==> config.mk <==
export PLATFORM = sky130hd
export DESIGN_NAME = gbe_app_pktgen_flat
export DESIGN_NICKNAME = d
export VERILOG_FILES = /design/src/rtl/gbe_app_pktgen_if.sv /design/src/rtl/gbe_app_pktgen.sv /design/src/flat_wrapper.sv
export SDC_FILE = /design/constraint.sdc
export NUM_CORES = 1
export LEC_CHECK = 0
export BUFFER_PORTS_ARGS = -buffer_cell sky130_fd_sc_hd__buf_2
export CORE_ASPECT_RATIO = 1.4
export CORE_UTILIZATION = 63
export CTS_BUF_LIST = sky130_fd_sc_hd__clkbuf_8
export DETAILED_ROUTE_END_ITERATION = 8
export PLACE_DENSITY_LB_ADDON = 0.08
export SLEW_MARGIN = 25
export SYNTH_ARGS = -nofsm -noshare
export SYNTH_HDL_FRONTEND = slang
export SYNTH_SLANG_ARGS = --single-unit
==> constraint.sdc <==
create_clock -name app_clk -period 6.4 [get_ports app_clk]
set_input_delay 0.32 -clock app_clk [delete_from_list [all_inputs] [get_ports app_clk]]
set_output_delay 0.32 -clock app_clk [all_outputs]
set_load 0.01 [all_outputs]
==> src/rtl/gbe_app_pktgen_if.sv <==
// Application TX byte interface between the traffic generator and the UDP GbE core.
// The generator drives the payload bytes and the destination; the core returns its FIFO status.
interface gbe_app_pktgen_if;
  logic [7:0]  app_tx_data;
  logic        app_tx_dvld;
  logic        app_tx_eof;
  logic [31:0] app_tx_destip;
  logic [15:0] app_tx_destport;
  logic        app_tx_afull;
  logic        app_tx_overflow;

  modport master (
    output app_tx_data, app_tx_dvld, app_tx_eof, app_tx_destip, app_tx_destport,
    input  app_tx_afull, app_tx_overflow
  );

  modport slave (
    input  app_tx_data, app_tx_dvld, app_tx_eof, app_tx_destip, app_tx_destport,
    output app_tx_afull, app_tx_overflow
  );
endinterface

==> src/rtl/gbe_app_pktgen.sv <==
// UDP test-traffic generator: numbered payloads of configurable length and gap,
// paced by the core's almost-full flag. All outputs are registered.
module gbe_app_pktgen #(
  parameter int unsigned MIN_LEN = 4,
  parameter int unsigned MAX_LEN = 1472
) (
  input  logic                    app_clk,
  input  logic                    app_rst,
  input  logic                    cfg_enable,
  input  logic [15:0]             cfg_length,
  input  logic [15:0]             cfg_gap,
  input  logic [31:0]             cfg_count,
  input  logic [31:0]             cfg_destip,
  input  logic [15:0]             cfg_destport,
  gbe_app_pktgen_if.master        tx,
  output logic [31:0]             pkt_sent,
  output logic                    busy,
  output logic                    done,
  output logic                    overflow_seen
);

  localparam logic [15:0] MinLen = 16'(MIN_LEN);
  localparam logic [15:0] MaxLen = 16'(MAX_LEN);

  typedef enum logic [2:0] {StIdle, StLoad, StSend, StGap, StDone} state_e;

  state_e      r_state, w_state_d;
  logic [15:0] r_len, w_len_d, r_gap, w_gap_d, r_gap_cnt, w_gap_cnt_d;
  logic [15:0] r_byte_idx, w_byte_idx_d, r_destport, w_destport_d;
  logic [31:0] r_count, w_count_d, r_seq, w_seq_d, r_pkt_sent, w_pkt_sent_d;
  logic [31:0] r_destip, w_destip_d;
  logic [7:0]  r_data, w_data_d;
  logic        r_dvld, w_dvld_d, r_eof, w_eof_d, r_busy, w_busy_d;
  logic        r_done, w_done_d, r_ovf, w_ovf_d;

  logic [15:0] w_eff_len;
  logic [7:0]  w_seq_byte, w_byte;
  logic [31:0] w_pkt_inc;
  logic        w_last;

  assign w_eff_len = (cfg_length < MinLen) ? MinLen :
                     (cfg_length > MaxLen) ? MaxLen : cfg_length;
  assign w_pkt_inc = r_pkt_sent + 32'd1;
  assign w_last    = (r_byte_idx == r_len - 16'd1);

  // Sequence number goes out big-endian in the first four bytes.
  always_comb begin
    unique case (r_byte_idx[1:0])
      2'd0:    w_seq_byte = r_seq[31:24];
      2'd1:    w_seq_byte = r_seq[23:16];
      2'd2:    w_seq_byte = r_seq[15:8];
      default: w_seq_byte = r_seq[7:0];
    endcase
  end
  assign w_byte = (r_byte_idx < 16'd4) ? w_seq_byte : r_byte_idx[7:0];

  always_comb begin
    w_state_d    = r_state;
    w_len_d      = r_len;
    w_gap_d      = r_gap;
    w_gap_cnt_d  = r_gap_cnt;
    w_byte_idx_d = r_byte_idx;
    w_count_d    = r_count;
    w_seq_d      = r_seq;
    w_pkt_sent_d = r_pkt_sent;
    w_destip_d   = r_destip;
    w_destport_d = r_destport;
    w_data_d     = 8'h00;
    w_dvld_d     = 1'b0;
    w_eof_d      = 1'b0;
    w_ovf_d      = r_ovf | (tx.app_tx_overflow & r_busy);
    case (r_state)
      StIdle: if (cfg_enable) w_state_d = StLoad;
      StLoad: begin
        w_len_d      = w_eff_len;
        w_gap_d      = cfg_gap;
        w_count_d    = cfg_count;
        w_destip_d   = cfg_destip;
        w_destport_d = cfg_destport;
        w_seq_d      = '0;
        w_byte_idx_d = '0;
        w_pkt_sent_d = '0;
        w_ovf_d      = 1'b0;
        w_state_d    = StSend;
      end
      StSend: begin
        if (!tx.app_tx_afull) begin
          w_data_d = w_byte;
          w_dvld_d = 1'b1;
          if (w_last) begin
            w_eof_d      = 1'b1;
            w_pkt_sent_d = w_pkt_inc;
            w_seq_d      = r_seq + 32'd1;
            w_byte_idx_d = '0;
            if ((r_count != '0) && (w_pkt_inc == r_count)) w_state_d = StDone;
            else if (!cfg_enable)                          w_state_d = StIdle;
            else if (r_gap == '0)                          w_state_d = StSend;
            else begin
              // Counter reaches zero on the last idle cycle, so SEND resumes on time.
              w_state_d   = StGap;
              w_gap_cnt_d = r_gap - 16'd1;
            end
          end else begin
            w_byte_idx_d = r_byte_idx + 16'd1;
          end
        end
      end
      StGap: begin
        if (!cfg_enable)            w_state_d = StIdle;
        else if (r_gap_cnt == '0)   w_state_d = StSend;
        else                        w_gap_cnt_d = r_gap_cnt - 16'd1;
      end
      StDone: if (!cfg_enable) w_state_d = StIdle;
      default: w_state_d = StIdle;
    endcase
    w_busy_d = (w_state_d == StLoad) || (w_state_d == StSend) || (w_state_d == StGap);
    w_done_d = (w_state_d == StDone);
  end

  always_ff @(posedge app_clk) begin
    if (app_rst) begin
      r_state    <= StIdle;
      r_len      <= '0;
      r_gap      <= '0;
      r_gap_cnt  <= '0;
      r_byte_idx <= '0;
      r_count    <= '0;
      r_seq      <= '0;
      r_pkt_sent <= '0;
      r_destip   <= '0;
      r_destport <= '0;
      r_data     <= '0;
      r_dvld     <= 1'b0;
      r_eof      <= 1'b0;
      r_busy     <= 1'b0;
      r_done     <= 1'b0;
      r_ovf      <= 1'b0;
    end else begin
      r_state    <= w_state_d;
      r_len      <= w_len_d;
      r_gap      <= w_gap_d;
      r_gap_cnt  <= w_gap_cnt_d;
      r_byte_idx <= w_byte_idx_d;
      r_count    <= w_count_d;
      r_seq      <= w_seq_d;
      r_pkt_sent <= w_pkt_sent_d;
      r_destip   <= w_destip_d;
      r_destport <= w_destport_d;
      r_data     <= w_data_d;
      r_dvld     <= w_dvld_d;
      r_eof      <= w_eof_d;
      r_busy     <= w_busy_d;
      r_done     <= w_done_d;
      r_ovf      <= w_ovf_d;
    end
  end

  assign tx.app_tx_data     = r_data;
  assign tx.app_tx_dvld     = r_dvld;
  assign tx.app_tx_eof      = r_eof;
  assign tx.app_tx_destip   = r_destip;
  assign tx.app_tx_destport = r_destport;
  assign pkt_sent           = r_pkt_sent;
  assign busy               = r_busy;
  assign done               = r_done;
  assign overflow_seen      = r_ovf;

endmodule

==> src/flat_wrapper.sv <==
// flat-port wrapper written by rule: the top's interface ports become plain ports
module gbe_app_pktgen_flat 
#(
  parameter int unsigned MIN_LEN = 4,
  parameter int unsigned MAX_LEN = 1472
)
  (app_clk, app_rst, cfg_enable, cfg_length, cfg_gap, cfg_count, cfg_destip, cfg_destport, pkt_sent, busy, done, overflow_seen, tx_app_tx_data, tx_app_tx_dvld, tx_app_tx_eof, tx_app_tx_destip, tx_app_tx_destport, tx_app_tx_afull, tx_app_tx_overflow);
  gbe_app_pktgen_if tx_i ();
  input  logic app_clk;
  input  logic app_rst;
  input  logic cfg_enable;
  input  logic [15:0] cfg_length;
  input  logic [15:0] cfg_gap;
  input  logic [31:0] cfg_count;
  input  logic [31:0] cfg_destip;
  input  logic [15:0] cfg_destport;
  output logic [31:0] pkt_sent;
  output logic busy;
  output logic done;
  output logic overflow_seen;
  output wire logic [$bits(tx_i.app_tx_data)-1:0] tx_app_tx_data;
  output wire logic [$bits(tx_i.app_tx_dvld)-1:0] tx_app_tx_dvld;
  output wire logic [$bits(tx_i.app_tx_eof)-1:0] tx_app_tx_eof;
  output wire logic [$bits(tx_i.app_tx_destip)-1:0] tx_app_tx_destip;
  output wire logic [$bits(tx_i.app_tx_destport)-1:0] tx_app_tx_destport;
  input wire logic [$bits(tx_i.app_tx_afull)-1:0] tx_app_tx_afull;
  input wire logic [$bits(tx_i.app_tx_overflow)-1:0] tx_app_tx_overflow;
  assign tx_app_tx_data = tx_i.app_tx_data;
  assign tx_app_tx_dvld = tx_i.app_tx_dvld;
  assign tx_app_tx_eof = tx_i.app_tx_eof;
  assign tx_app_tx_destip = tx_i.app_tx_destip;
  assign tx_app_tx_destport = tx_i.app_tx_destport;
  assign tx_i.app_tx_afull = tx_app_tx_afull;
  assign tx_i.app_tx_overflow = tx_app_tx_overflow;
  gbe_app_pktgen #(.MIN_LEN(MIN_LEN), .MAX_LEN(MAX_LEN)) u_core (.app_clk(app_clk), .app_rst(app_rst), .cfg_enable(cfg_enable), .cfg_length(cfg_length), .cfg_gap(cfg_gap), .cfg_count(cfg_count), .cfg_destip(cfg_destip), .cfg_destport(cfg_destport), .tx(tx_i), .pkt_sent(pkt_sent), .busy(busy), .done(done), .overflow_seen(overflow_seen));
endmodule
== Word level (Yosys, flattened, before mapping) ==
Index checks and enable logic that the tools add are counted.

* Output and inout port bits: 93
* Word-level logic and storage cells: 96
* Register bits after elaboration: 224
* Bits of input ports: 117

* Eq/ne operators: 19
* Multiplexer cells: 33
* Bitwise logic cells: 3
* Reductions and logical operators: 16
* Add/subtract/negate cells: 6
* Magnitude comparators: 3

{| class="wikitable"
|+ Operators by type and width
! operator !! number
|-
| $mux 16 || 11
|-
| $mux 32 || 4
|-
| $pmux 32 s2 || 2
|-
| $add 32x1->32 const B || 2
|-
| $pmux 16 s2 || 2
|-
| $sub 16x1->16 const B || 3
|-
| $eq 32x32->1 || 1
|-
| $logic_not 16->1 || 2
|-
| $lt 16x3->1 const B || 2
|-
| $reduce_bool 32->1 || 1
|-
| $mux 3 || 8
|-
| $pmux 8 s3 || 1
|-
| $add 16x1->16 const B || 1
|-
| $eq 16x16->1 || 1
|-
| $gt 16x11->1 const B || 1
|-
| $pmux 3 s5 || 1
|-
| $eq 3x2->1 const B || 4
|-
| $ne 2x2->1 const B || 6
|-
| $mux 8 || 1
|-
| $reduce_and 8->1 || 1
|-
| $eq 3x1->1 const B || 2
|-
| $eq 3x3->1 const B || 2
|-
| $reduce_bool 2->1 || 2
|-
| $reduce_or 2->1 || 2
|-
| 14 further kinds || 17
|}

== Logic depth before layout (Yosys ltp) ==
Gate-level depths: netlist of the first run.

* Word-level depth: 10
* Mapped depth: 15
* Mapped depth without buffers: 12

== Worst setup path before layout of the first run ==
Ideal clock, no wire load.

* Path kind: register -> register
* From: register u_core.r_len[0]
* To: register u_core.r_seq[29]
* Data required time: 6329 ps
* Buffers on the path: 2
* Stages on the path, launching flop included: 15
* Clock period less this slack: 3746 ps
* Setup slack: 2654 ps
* Library setup time: 71 ps
* Data arrival time: 3676 ps
* Cells stage by stage: dfxtp_1 -> inv_1 -> ha_1 -> or4b_4 -> nor4_4 -> a21oi_1 -> nand4bb_1 -> or4_4 -> nor4b_4 -> o2111ai_4 -> or3_1 -> buf_2 -> buf_6 -> or3_1 -> a21oi_1

* Word-level cells in the longest chain between the ends: 4

{| class="wikitable"
|+ Ends and longest elaborated chain
! element !! line !! source
|-
| start: declaration || gbe_app_pktgen.sv:28 || <nowiki>logic [15:0] r_len, w_len_d, r_gap, w_gap_d, r_gap_cnt, w_gap_cnt_d;</nowiki>
|-
| start signal: assignment || gbe_app_pktgen.sv:140 || <nowiki>r_len <= w_len_d;</nowiki>
|-
| $sub 16x1->16 || gbe_app_pktgen.sv:44 || <nowiki>assign w_last = (r_byte_idx == r_len - 16'd1);</nowiki>
|-
| $eq 16x16->1 || gbe_app_pktgen.sv:44 ||
|-
| $ne 2x1->1 (no line) || - ||
|-
| $reduce_and 3->1 (no line) || - ||
|-
| end signal: assignment || gbe_app_pktgen.sv:145 || <nowiki>r_seq <= w_seq_d;</nowiki>
|-
| end: declaration || gbe_app_pktgen.sv:30 || <nowiki>logic [31:0] r_count, w_count_d, r_seq, w_seq_d, r_pkt_sent, w_pkt_sent_d;</nowiki>
|}

No other way between the ends.
A chain may end at the register's enable or synchronous reset.

== Final worst setup path of the first run ==
* From: register u_core.r_pkt_sent[3] (netlist: u_core.pkt_sent[3])
* To: register u_core.r_gap_cnt[6]

* Word-level cells in the longest chain between the ends: 5

{| class="wikitable"
|+ Ends and longest elaborated chain
! element !! line !! source
|-
| start: declaration || gbe_app_pktgen.sv:30 ||
|-
| start signal: assignment || gbe_app_pktgen.sv:146 || <nowiki>r_pkt_sent <= w_pkt_sent_d;</nowiki>
|-
| $add 32x1->32 || gbe_app_pktgen.sv:43 || <nowiki>assign w_pkt_inc = r_pkt_sent + 32'd1;</nowiki>
|-
| $eq 32x32->1 || gbe_app_pktgen.sv:95 || <nowiki>if ((r_count != '0) && (w_pkt_inc == r_count)) w_state_d = StDone;</nowiki>
|-
| $logic_and 1x1->1 || gbe_app_pktgen.sv:95 ||
|-
| $ne 2x2->1 (no line) || - ||
|-
| $reduce_and 8->1 (no line) || - ||
|-
| end signal: assignment || gbe_app_pktgen.sv:142 || <nowiki>r_gap_cnt <= w_gap_cnt_d;</nowiki>
|-
| end: declaration || gbe_app_pktgen.sv:28 ||
|}

No other way between the ends.

==> impl_summary.log, run 1 <==
[metrics] result of the run: finished clean
[metrics] count of routing violations after the opening detailed-route iteration: 995
[metrics] clock transition at the register clock pins on the worst setup and hold paths after CTS: 0.06 ns
[metrics] total number of placement rows: 58
[metrics] CTS root buf: clkbuf_8
[metrics] Synth Area in XOR/XNOR: 0.0682
[metrics] WP buf/inv: 1
[metrics] unrepaired setup endpoints after global routing: false
[metrics] ANT cells: 0
[metrics] Initial Utilization: 0.647
[metrics] Internal Power: 0.00227 W
[metrics] Synth Net Count: 1,664
[metrics] highest routing layer actually used: met4
[metrics] share of total power in the clock network: 0.369
[metrics] total via count after detailed routing: 11,900
[metrics] Worst R2R Path Depth: 11
[metrics] count of mapped cells out of synthesis: 1,539
[metrics] Yosys warning total: 0
[metrics] most area-hungry cell type in the Yosys netlist: dfxtp_1
[metrics] Die Outline Area: 19,100 sq um
[metrics] setup_tns: 0 ns
[metrics] headroom to the max-slew limit: 0.362
[metrics] startpoint class of the critical path: register
[metrics] share of the synthesized area in the top cell type: 0.384
[metrics] arrival time of data at the critical path endpoint: 5.03 ns
[metrics] pins over their slew limit: 0
[metrics] Post-Synth Simple-Gate Area: 0.302
[metrics] dominant combinational cell family by area after synthesis: simple AND/OR/NAND/NOR gates
[metrics] Total Routing Usage GR: 0.338
[metrics] core box area: 18,100 sq um
[metrics] power spent charging and discharging nets: 0.000905 W
[metrics] die span in x: 117 microns
[metrics] detailed-router iteration count before antenna repair: 6
[metrics] r2r endpoint: u_core.r_gap_cnt[6]
[metrics] transition time at the pin with the least slew margin: 0.948 ns
[metrics] DRT Wirelength: 32.6 mm
[metrics] post-detailed-route wirelength per cell: 16.6 microns
[metrics] sequential element share of the synthesized area: 0.384
[metrics] power density cells: 236 nW/um^2
[metrics] DRC violations left: 0
[metrics] critical path start-end classification: reg2reg
[metrics] H-tree depth reported by CTS: 2
[metrics] launch instance of the worst register-to-register path: u_core.pkt_sent[3]
[metrics] total routed wire length on the met1 layer: 13.1 mm
[metrics] routed length on met2: 16.2 mm
[metrics] Leak Pwr: 5.16 nW
[metrics] largest fanout of any net on the critical path: 28
[metrics] register bit total from synthesis: 224
[metrics] number of distinct library cell variants in the gate-level netlist after synthesis: 71
[metrics] cts bufs inserted: 35
[metrics] family with the most delay on the worst path: simple AND/OR/NAND/NOR gates
[metrics] type of destination of the critical path: register
[metrics] synthesized area: 11,700 sq um
[metrics] area occupied by multi-input gates: 6750 sq um
[metrics] terminating pin of the worst hold path: u_core.r_len[1]
[metrics] ordered list of cells on the worst path: nand4_1 -> or4_1 -> nor4_1 -> nor2_1 -> nor4b_1 -> nand3_1 -> o311ai_1 -> a21boi_2 -> buf_4 -> a211o_1 -> a22o_1
[metrics] area share of fa/ha/maj cells after synthesis: 0.00856
[metrics] number of vias per cell after detailed routing: 6.06
[metrics] share of cells above drive strength 1: 0.170
[metrics] worst clock skew: 0.0172 ns
[metrics] Max VDD drop: 211 uV
[metrics] final setup vio count: 0
[metrics] Primary FF master, synth: dfxtp_1
[metrics] cts hold-fix bufs: 0
[metrics] worst min-delay path category: in2reg
[metrics] number of top-level pins: 210
[metrics] post-route total power: 0.00317 W
[metrics] share of power burned in combinational logic: 0.156
[metrics] area added between synthesis and finish: 15.0%
[metrics] die span in y: 163 microns
[metrics] fill cell count: 1,486
[metrics] clock tree from TritonCTS: done
[metrics] compound-gate portion of the synthesized area: 0.178
[metrics] vias in the first global route: 11,000
[metrics] switch share: 0.285
[metrics] clock sink total: 224
[metrics] number of max-cap violations: 0
[metrics] sequential standard cell area: 4480 sq um
[metrics] Routability Congestion: 0.945
[metrics] GRT Residual Overflow: 0
[metrics] Achievable Freq: 217 MHz
[metrics] critical path required time: 6.82 ns
[metrics] count of cells along the worst hold path: 3
[metrics] Avg Cell Area, Syn: 7.60 sq um
[metrics] Post-CTS Setup Inserts: 0
[metrics] Min Clock Period, post-route: 4.61 ns
[metrics] number of hold violations in the final report: 0
[metrics] maximum cell stage delay along the critical path: 0.88 ns
[metrics] async set or reset register ratio after synthesis: 0
[metrics] Period Utilization, post-route: 0.721
[metrics] most used standard cell by instance count after synthesis: nand2_1
[metrics] DPL Wire Length: 22.6 mm
[metrics] Critical-path top delay cell: or4_1
[metrics] maximum buffer depth of the clock tree: 3
[metrics] first-pass GRT wire length: 52.1 mm
[metrics] Met3 Wirelength: 2.40 mm
[metrics] count of nets left with antenna violations after detail routing: 0
[metrics] hold path startpoint: cfg_length[1]
[metrics] main area contributors after synthesis: dfxtp_1 38%, nand2_1 8.8%, a21oi_1 7.6%
[metrics] sequential power share: 0.475
[metrics] fraction of synthesized area in multiplexers: 0.0180
[metrics] # nets final: 1,826
[metrics] number of antenna violations at the first check in global routing: 0
[metrics] count of flip-flops with a built-in enable after synthesis: 0
[metrics] slack of the worst reg-to-reg path: 1.79 ns
[metrics] pin count of the biggest net entering global routing: 102
[metrics] count of buffers inserted at the top-level ports: 209
[metrics] number of gates resized after cts: 0
[metrics] clock latency at the later pin of the worst-skew pair: 0.53 ns
[metrics] most used standard cells in the synthesized netlist: 274 x nand2_1, 224 x dfxtp_1, 178 x a21oi_1, 113 x nor2_1, 82 x clkbuf_1
[cells in the final DEF (no fill, tap or decap), drive strengths merged, types with 29 or more instances in the layout]
master and count:
nand2 274, dfxtp 224, buf 221, a21oi 178
nor2 113, o21ai 78, nor3 66, xnor2 62
clkbuf 45, nand3 45, or3 41, nor4 37
inv 35, and3 32, xor2 29
[layer usage]
| layer | GRT usage | up-vias |
|---|---|---|
| li1 | - | 5792 |
| met1 | 0.399 | 5528 |
| met2 | 0.591 | 486 |
| met3 | 0.0701 | 75 |
| met4 | 0.135 | 0 |
| met5 | 0 | - |
[area by class of cell]
cell class,count,area share
timing repair buffer,221,0.0849
clock buffer,45,0.0461
sequential,224,0.333
clock inverter,12,0.00391
multi-input combinational,1192,0.502
tap,240,0.0223
inverter,27,0.00754
[state kept, by name, indices dropped and copies added (netlist names), 3 cells and up]
signal and flops:
u_core.pkt_sent 32, u_core.r_count 32, u_core.r_seq 32, u_core.tx.app_tx_destip 32, u_core.r_byte_idx 16, u_core.r_gap 16
u_core.r_gap_cnt 16, u_core.r_len 16, u_core.tx.app_tx_destport 16, u_core.tx.app_tx_data 8, u_core.r_state 3
[logic make-up after synthesis]
kind of cell    count (synthesis)
fa+ha+maj                       8
compound gates                355
mux                            21
xor+xnor                       91
flops                         224
buf+inv                       123
simple gates                  717
[metrics by stage]
step	util	hold slack [ns]	setup slack (ns)	std cells	instance area (sq um)
2_1_floorplan	-	0.429	2.65	1539	11700
3_3_place_gp	0.707	0.438	2.04	1904	12800
3_5_place_dp	0.707	0.444	1.92	1904	12800
4_1_cts	0.744	0.0105	1.88	1961	13400
5_1_grt	0.744	0.0179	1.40	1961	13400
6_report	0.744	0.0201	1.79	1961	13400
[worst reg2reg max path, stage by stage (launching register included)]
cell	delay, ns
dfxtp_1	0.54
nand4_1	0.45
or4_1	0.88
nor4_1	0.75
nor2_1	0.13
nor4b_1	0.28
nand3_1	0.17
o311ai_1	0.43
a21boi_2	0.11
buf_4	0.26
a211o_1	0.30
a22o_1	0.22
[power groups by stage]
stage | Clock, W | Combinational, W | Sequential (W)
floorplan | 0 | 0.000340 | 0.00153
global placement | 0 | 0.000477 | 0.00153
detailed placement | 0 | 0.000485 | 0.00154
CTS | 0.00119 | 0.000489 | 0.00151
global route | 0.00125 | 0.000546 | 0.00151
finish | 0.00117 | 0.000495 | 0.00151
[how the worst max path moves through the flow]
stage	startpoint	to	cells past startpoint
6_report	u_core.pkt_sent[3]	u_core.r_gap_cnt[6]	11
5_1_grt	u_core.pkt_sent[3]	u_core.r_gap_cnt[4]	10
4_1_cts	u_core.pkt_sent[3]	u_core.r_gap_cnt[6]	11
3_5_place_dp	u_core.pkt_sent[3]	u_core.r_gap_cnt[6]	11
3_3_place_gp	u_core.pkt_sent[3]	u_core.r_gap_cnt[15]	10
2_1_floorplan	u_core.r_len[0]	u_core.r_seq[29]	14
Power figures use the tool's default switching activity.
==> inputs of run 2 (changes only) <==
ABC_AREA = 1   (was unset)
CORE_UTILIZATION = 59   (was 63)
clock period = 4.3 ns   (was 6.4 ns; I/O delays follow)
==> run 2 against run 1 <==
Compared with the run above:
- the flow now finishes with violations (DRC, hold timing)
- via count up 22%
- count of clock-buffer cells in the layout grew 4
- total power increased by 78%
- sequential share of layout area fell by 4.6 points
- synthesized cell count up 26%
- flip-flop and latch count stayed put
- clock skew up 0.0037 ns
- sequential power increased by 54%
==> impl_summary.log, run 2 <==
[metrics] result of the run: finished with violations
[metrics] failing checks: DRC, hold timing
[metrics] headroom to the max-slew limit: 0.307 (-0.0551)
[metrics] startpoint class of the critical path: register
[metrics] DPL Wire Length: 29.0 mm (+28%)
[metrics] most used standard cells in the synthesized netlist: 531 x nand2_1, 232 x nor2_1, 224 x dfxtp_1, 185 x a21oi_1, 165 x inv_1
[metrics] worst min-delay path category: in2reg
[metrics] pin count of the biggest net entering global routing: 98 (-3.9%)
[metrics] post-detailed-route wirelength per cell: 17.6 microns (+6.1%)
[metrics] power density cells: 363 nW/um^2 (+54%)
[metrics] share of the synthesized area in the top cell type: 0.355 (-0.0286)
[metrics] maximum cell stage delay along the critical path: 0.60 ns (-0.28 ns)
[metrics] first-pass GRT wire length: 70.7 mm (+36%)
[metrics] sequential element share of the synthesized area: 0.355 (-0.0286)
[metrics] detailed-router iteration count before antenna repair: 8 (+2)
[metrics] routed length on met2: 21.6 mm (+33%)
[metrics] most area-hungry cell type in the Yosys netlist: dfxtp_1
[metrics] hold path startpoint: cfg_count[26]
[metrics] area added between synthesis and finish: 23.3%
[metrics] ordered list of cells on the worst path: inv_1 -> nor2_2 -> nand2_1 -> o21ai_0 -> nand2_1 -> nor2_1 -> nand2_1 -> nor2_2 -> nand2_1 -> nor2_1 -> nand2_1 -> xor2_1 -> nand3_1 -> nand2_1 -> nor2_1
[metrics] GRT Residual Overflow: 0 (unchanged)
[metrics] highest routing layer actually used: met4
[metrics] instance area after placement: 13,800 sq um (+7.8%)
[metrics] number of max-cap violations: 0 (unchanged)
[metrics] main area contributors after synthesis: dfxtp_1 35%, nand2_1 16%, a21oi_1 7.3%
[metrics] clock sink total: 224 (unchanged)
[metrics] fraction of synthesized area in multiplexers: 0 (-0.0180)
[metrics] synthesized area: 12,600 sq um (+8.1%)
[metrics] async set or reset register ratio after synthesis: 0 (unchanged)
[metrics] Die Outline Area: 22,000 sq um (+15%)
[metrics] CTS root buf: clkbuf_8
[metrics] sequential power share: 0.413 (-0.062)
[metrics] dominant combinational cell family by area after synthesis: simple AND/OR/NAND/NOR gates
[metrics] transition time at the pin with the least slew margin: 1.04 ns (+0.0914 ns)
[metrics] most frequent standard cell in the layout excluding fill and tap cells: nand2_1
[metrics] DRT Wirelength: 44.1 mm (+35%)
[metrics] die span in x: 126 microns (+7.3%)
[metrics] Worst R2R Path Depth: 15 (+4)
[metrics] critical path required time: 4.79 ns (-2.03 ns)
[metrics] Post-Synth Simple-Gate Area: 0.372 (+0.0701)
[metrics] worst clock skew: 0.0209 ns (+0.00370 ns)
[metrics] total via count after detailed routing: 14,600 (+22%)
[metrics] # nets final: 2,340 (+28%)
[metrics] vias in the first global route: 14,300 (+30%)
[metrics] pins over their slew limit: 0 (unchanged)
[metrics] most common cell type on the critical path: nand2_1
[metrics] count of cells along the worst hold path: 3 (unchanged)
[metrics] count of mapped cells out of synthesis: 1,938 (+26%)
[metrics] total routed wire length on the met1 layer: 16.2 mm (+23%)
[metrics] Worst Hold Slack: -0.00439 ns (-0.0245 ns)
[metrics] Synth Area in XOR/XNOR: 0.0563 (-0.0119)
[metrics] final instance area: 15,600 sq um (+16%)
[metrics] clock latency at the later pin of the worst-skew pair: 0.55 ns (+0.02 ns)
[metrics] count of buffers inserted at the top-level ports: 209 (unchanged)
[metrics] area share of fa/ha/maj cells after synthesis: 0.00792 (-0.000639)
[metrics] Leak Pwr: 6.90 nW (+34%)
[metrics] most frequent cells in the layout: 530 x nand2_1, 232 x nor2_1, 224 x dfxtp_1
[metrics] share of cells above drive strength 1: 0.152 (-0.0173)
[metrics] maximum buffer depth of the clock tree: 3 (unchanged)
[metrics] number of antenna violations at the first check in global routing: 1 (+1)
[metrics] final setup vio count: 0 (unchanged)
[metrics] count of flip-flops with a built-in enable after synthesis: 0 (unchanged)
[metrics] largest fanout of any net on the critical path: 31 (+11%)
[metrics] family with the most delay on the worst path: simple AND/OR/NAND/NOR gates
[metrics] Avg Cell Area, Syn: 6.52 sq um (-14%)
[metrics] Routability Congestion: 1.01 (+7.1%)
[metrics] Period Utilization, post-route: 0.745 (+0.0242)
[metrics] die span in y: 175 microns (+7.3%)
[metrics] Min Clock Period, post-route: 3.20 ns (-1.41 ns)
[metrics] number of hold violations in the final report: 1 (+1)
[metrics] Achievable Freq: 312 MHz (+44%)
[metrics] power spent charging and discharging nets: 0.00186 W (+110%)
[metrics] Synth Net Count: 2,063 (+24%)
[metrics] clock tree from TritonCTS: done
[metrics] setup_tns: 0 ns (unchanged)
[metrics] DRC violations left: 6 (+6)
[metrics] count of nets left with antenna violations after detail routing: 0 (unchanged)
[metrics] Met3 Wirelength: 3.18 mm (+32%)
[metrics] number of gates resized after cts: 0 (unchanged)
[metrics] cts bufs inserted: 37 (+5.7%)
[metrics] critical path start-end classification: reg2reg
[metrics] H-tree depth reported by CTS: 2 (unchanged)
[metrics] number of vias per cell after detailed routing: 5.81 (-4.1%)
[metrics] Critical-path top delay cell: o21ai_0
[metrics] number of top-level pins: 210 (unchanged)
[metrics] Initial Utilization: 0.598 (-0.0489)
[metrics] core box area: 21,100 sq um (+17%)
[metrics] CP startpoint: u_core.r_state[1]
[metrics] type of destination of the critical path: register
[metrics] Primary FF master, synth: dfxtp_1
[metrics] unrepaired setup endpoints after global routing: false
[metrics] Total Routing Usage GR: 0.400 (+0.0613)
[metrics] switch share: 0.328 (+0.0431)
[metrics] register bit total from synthesis: 224 (unchanged)
[metrics] Internal Power: 0.00380 W (+68%)
[metrics] Yosys warning total: 0 (unchanged)
[metrics] arrival time of data at the critical path endpoint: 3.69 ns (-1.34 ns)
[metrics] Max VDD drop: 263 uV (+25%)
[metrics] share of power burned in combinational logic: 0.219 (+0.063)
[metrics] WP buf/inv: 1 (unchanged)
[metrics] number of distinct library cell variants in the gate-level netlist after synthesis: 48 (-32%)
[metrics] share of total power in the clock network: 0.368 (about the same)
[metrics] compound-gate portion of the synthesized area: 0.130 (-0.0487)
[metrics] launch instance of the worst register-to-register path: u_core.r_state[1]
[metrics] count of routing violations after the opening detailed-route iteration: 1,247 (+25%)
[metrics] total number of placement rows: 63 (+8.6%)
[metrics] most used standard cell by instance count after synthesis: nand2_1
[metrics] Levels on crit path: 15 (+4)
[metrics] clock transition at the register clock pins on the worst setup and hold paths after CTS: 0.06 ns (about the same)
## run 2: changes by cell type after synthesis, moves of 21 or more
cell / change
a31oi_1: -26
and3_1: -30
nand3_1: +96
xor2_1: +22
nand2_1: +257
nor4_1: -23
inv_1: +138
mux2i_1: -21
nor2_1: +119
nor3_1: -37
clkbuf_1: -27
or3_1: -41
o21ai_0: +29
xnor2_1: -37
## run 2: power by group through the flow
stage	registers, W	clock network (W)	logic [W]
after floorplan	0.00236	0	0.000764
after global placement	0.00237	0	0.00109
after detailed placement	0.00237	0	0.00112
after CTS	0.00232	0.00207	0.00120
after global routing	0.00235	0.00219	0.00137
final	0.00233	0.00208	0.00124
## run 2: metrics by stage
stage                     power [W]  std cells  worst slack [ns]   util  hold WS, ns
after floorplan             0.00312       1938              1.87      -        0.292
after global placement      0.00346       2336              1.31  0.651        0.437
after detailed placement    0.00348       2336              1.25  0.651        0.451
after CTS                   0.00559       2504              1.15  0.737      0.00182
after global routing        0.00590       2505             0.687  0.737       0.0170
final                       0.00566       2505              1.10  0.737     -0.00439
## run 2: timing repair
item / 4_1_cts / 5_1_grt
hold endpoints to repair: 101 / 0
hold buffers: 100 / 0
buffers inserted: 0 / 0
## run 2: layout make-up
type                            count  area [sq um]
Antenna cell                        1          2.50
Clock buffer                       49           674
Clock inverter                     19           140
Fill cell                        1728          5550
Inverter                          174           656
Multi-Input combinational cell   1460          7160
Sequential cell                   224          4480
Tap cell                          260           325
Timing Repair Buffer              318          2130
## run 2: worst register-to-register path: cells and delay by family (launching register included)
kind	cells	cell delay [ns]
simple gates	12	1.97
flops	1	0.33
xor+xnor	1	0.15
compound gates	1	0.60
buf+inv	1	0.11
## run 2: path summary, 6_finish.rpt
check | to | slack (ns)
setup reg to reg | u_core.r_gap_cnt[15] | 1.10
hold / removal | u_core.r_count[26] | -0.004
hold reg to reg | u_core.r_len[15] | 0.46
setup / recovery | u_core.r_gap_cnt[15] | 1.10
## run 2: kinds of logic after synthesis
group                      after synthesis
and+or+nand+nor                       1057
AOI/OAI and AO/OA                      317
buffers and inverters                  254
DFF                                    224
xor gates and xnor gates                78
adders and majority gates                8
## run 2: per-layer routing
metal	track usage	up-vias
li1	-	6842
met1	0.429	6722
met2	0.711	761
met3	0.0720	227
met4	0.273	0
met5	0	-
==> inputs of run 3 (changes only) <==
ABC_AREA = 0   (was 1)
CORE_UTILIZATION = 58   (was 59)
clock period = 3.3 ns   (was 4.3 ns; I/O delays follow)
==> run 3 against run 2 <==
Compared with the run above:
- largest power group unchanged
- the flow finishes with violations (setup timing)
- critical path depth shrank 2
- utilization is 9.7 points higher
- highest routed layer unchanged
- first-iteration DRC count is 8.7% higher
==> impl_summary.log, run 3 (same netlist as run 1, synthesis figures left out) <==
[metrics] result of the run: finished with violations
[metrics] failing checks: setup timing
[metrics] clock tree from TritonCTS: done
[metrics] area added between synthesis and finish: 41.6%
[metrics] Routability Congestion: 0.956 (-5.5%)
[metrics] clock latency at the later pin of the worst-skew pair: 0.53 ns (-0.02 ns)
[metrics] most frequent cells in the layout: 273 x nand2_1, 221 x dfxtp_1, 208 x buf_2
[metrics] power spent charging and discharging nets: 0.00197 W (+6.2%)
[metrics] number of vias per cell after detailed routing: 6.15 (+5.8%)
[metrics] ANT cells: 0 (-1)
[metrics] detailed-router iteration count before antenna repair: 8 (unchanged)
[metrics] most frequent standard cell in the layout excluding fill and tap cells: nand2_1
[metrics] WP buf/inv: 2 (+1)
[metrics] count of nets left with antenna violations after detail routing: 0 (unchanged)
[metrics] H-tree depth reported by CTS: 2 (unchanged)
[metrics] Min Clock Period, post-route: 3.55 ns (+0.348 ns)
[metrics] headroom to the max-slew limit: 0.387 (+0.0793)
[metrics] number of antenna violations at the first check in global routing: 0 (-1)
[metrics] share of total power in the clock network: 0.361 (-0.007)
[metrics] Die Outline Area: 20,700 sq um (-5.8%)
[metrics] family with the most delay on the worst path: simple AND/OR/NAND/NOR gates
[metrics] total via count after detailed routing: 13,900 (-4.7%)
[metrics] pin count of the biggest net entering global routing: 91 (-7.1%)
[metrics] critical path required time: 3.75 ns (-1.04 ns)
[metrics] post-detailed-route wirelength per cell: 18.8 microns (+6.6%)
[metrics] post-layout instance count excluding filler cells: 2,255 (-10%)
[metrics] terminating pin of the worst hold path: u_core.r_len[2]
[metrics] DPL Wire Length: 24.7 mm (-15%)
[metrics] count of routing violations after the opening detailed-route iteration: 1,355 (+8.7%)
[metrics] worst min-delay path category: in2reg
[metrics] count of buffers inserted at the top-level ports: 209 (unchanged)
[metrics] DRT Wirelength: 42.4 mm (-4.0%)
[metrics] core box area: 19,800 sq um (-6.1%)
[metrics] number of hold violations in the final report: 0 (-1)
[metrics] Critical-path top delay cell: or4b_4
[metrics] power density cells: 404 nW/um^2 (+11%)
[metrics] type of destination of the critical path: register
[metrics] number of top-level pins: 210 (unchanged)
[metrics] pre-CTS setup slack: -0.279 ns (-1.53 ns)
[metrics] CTS root buf: clkbuf_8
[metrics] transition time at the pin with the least slew margin: 0.920 ns (-0.119 ns)
[metrics] pins over their slew limit: 0 (unchanged)
[metrics] Worst R2R Path Depth: 13 (-2)
[metrics] maximum buffer depth of the clock tree: 3 (unchanged)
[metrics] ordered list of cells on the worst path: inv_2 -> ha_4 -> or4b_4 -> nor4_4 -> a21oi_2 -> nand4bb_1 -> or4_4 -> nor4b_4 -> buf_4 -> o2111ai_4 -> or3_4 -> or3_1 -> a21oi_1
[metrics] Total Routing Usage GR: 0.381 (-0.0191)
[metrics] Initial Utilization: 0.589 (-0.00893)
[metrics] share of power burned in combinational logic: 0.203 (-0.016)
[metrics] GRT Residual Overflow: 0 (unchanged)
[metrics] share of cells above drive strength 1: 0.271 (+0.119)
[metrics] final setup vio count: 50 (+50)
[metrics] largest fanout of any net on the critical path: 5 (-84%)
[metrics] post-route total power: 0.00669 W (+18%)
[metrics] clock transition at the register clock pins on the worst setup and hold paths after CTS: 0.06 ns (about the same)
[metrics] critical path start-end classification: reg2reg
[metrics] unrepaired setup endpoints after global routing: true
[metrics] arrival time of data at the critical path endpoint: 4.00 ns (+0.31 ns)
[metrics] startpoint class of the critical path: register
[metrics] Worst Hold Slack: 0.0600 ns (+0.0644 ns)
[metrics] launch instance of the worst register-to-register path: u_core.r_len[1]
[metrics] Internal Power: 0.00472 W (+24%)
[metrics] first-pass GRT wire length: 63.5 mm (-10%)
[metrics] PnR worst setup slack: -0.252 ns (-1.35 ns)
[metrics] Achievable Freq: 282 MHz (-9.8%)
[metrics] number of max-cap violations: 0 (unchanged)
[metrics] Leak Pwr: 6.76 nW (-2.1%)
[metrics] worst clock skew: 0.0341 ns (+0.0131 ns)
[metrics] maximum cell stage delay along the critical path: 0.49 ns (-0.11 ns)
[metrics] hold path startpoint: cfg_length[10]
[metrics] Max VDD drop: 468 uV (+78%)
[metrics] cts bufs inserted: 37 (unchanged)
[metrics] r2r endpoint: u_core.r_seq[31]
[metrics] slack of the worst reg-to-reg path: -0.25 ns (-1.35 ns)
[metrics] switch share: 0.295 (-0.0336)
[metrics] count of placed standard cells including taps: 2,053 (-12%)
[metrics] vias in the first global route: 13,200 (-7.4%)
[metrics] total number of placement rows: 61 (-3.2%)
[metrics] Period Utilization, post-route: 1.08 (+0.331)
[metrics] die span in y: 170 microns (-2.9%)
[metrics] sequential power share: 0.436 (+0.023)
[metrics] # nets final: 2,106 (-10%)
[metrics] setup_tns: -6.26 ns (-6.26 ns)
[metrics] clock sink total: 224 (unchanged)
[metrics] die span in x: 122 microns (-2.9%)
[metrics] DRC violations left: 0 (-6)
[metrics] count of cells along the worst hold path: 4 (+1)
run 3: changes by cell type in the layout (fill, tap and decap cells not counted), sizes merged, moves of 22 or more:
| cell | change |
|---|---|
| nand2 | -271 |
| xor2 | -22 |
| inv | -150 |
| or3 | +43 |
| nand3 | -102 |
| nor4 | +24 |
| and3 | +30 |
| a31oi | +26 |
| o21ai | -36 |
| nor2 | -150 |
| nor3 | +37 |
| xnor2 | +37 |
| buf | +168 |
run 3: layer usage:
layer | part of all wire | GRT usage
met1 | 0.37 | 0.427
met2 | 0.50 | 0.677
met3 | 0.080 | 0.0667
met4 | 0.052 | 0.200
met5 | 0 | 0
run 3: power groups by stage:
stage / clock (W) / combinational (W) / sequential, W
3_5_place_dp: 0 / 0.00106 / 0.00296
5_1_grt: 0.00255 / 0.00146 / 0.00293
2_1_floorplan: 0 / 0.000662 / 0.00296
6_report: 0.00242 / 0.00136 / 0.00292
3_3_place_gp: 0 / 0.00104 / 0.00296
4_1_cts: 0.00242 / 0.00122 / 0.00291
run 3: how the worst max path moves through the flow:
stage,start,cells past startpoint,end
global placement,u_core.r_len[1],12,u_core.r_gap_cnt[10]
CTS,u_core.r_len[1],14,u_core.r_seq[31]
global route,u_core.r_len[1],13,u_core.r_seq[21]
floorplan,u_core.r_len[0],14,u_core.r_seq[29]
detailed placement,u_core.r_len[1],13,u_core.r_seq[31]
finish,u_core.r_len[1],13,u_core.r_seq[31]
run 3: stage by stage:
step,cell area (sq um),util
4_1_cts,16100,0.811
3_3_place_gp,13900,0.702
5_1_grt,16600,0.834
2_1_floorplan,11800,-
6_report,16600,0.834
3_5_place_dp,13900,0.702
run 3: cell type report:
type | count | area, sq um
Clock inverter | 16 | 98.8
Sequential cell | 224 | 4490
Inverter | 27 | 101
Timing Repair Buffer | 497 | 3670
Clock buffer | 45 | 619
Tap cell | 252 | 315
Multi-Input combinational cell | 1194 | 7260
Fill cell | 1200 | 3290
run 3: worst register-to-register path: cells and delay by family (launching register included):
| family | cells | cell delay [ns] |
|---|---|---|
| adders and majority gates | 1 | 0.13 |
| AOI/OAI and AO/OA | 3 | 0.41 |
| and+or+nand+nor | 7 | 2.37 |
| DFF | 1 | 0.33 |
| buffers and inverters | 2 | 0.24 |
run 3: what timing repair did:
item	in CTS	in global routing
endpoints found under the hold margin	108	0
hold buffers	109	0
cloned	2	6
setup buffers	18	9
pin swaps	20	30
gates resized for setup	35	105
setup endpoints to repair	69	97
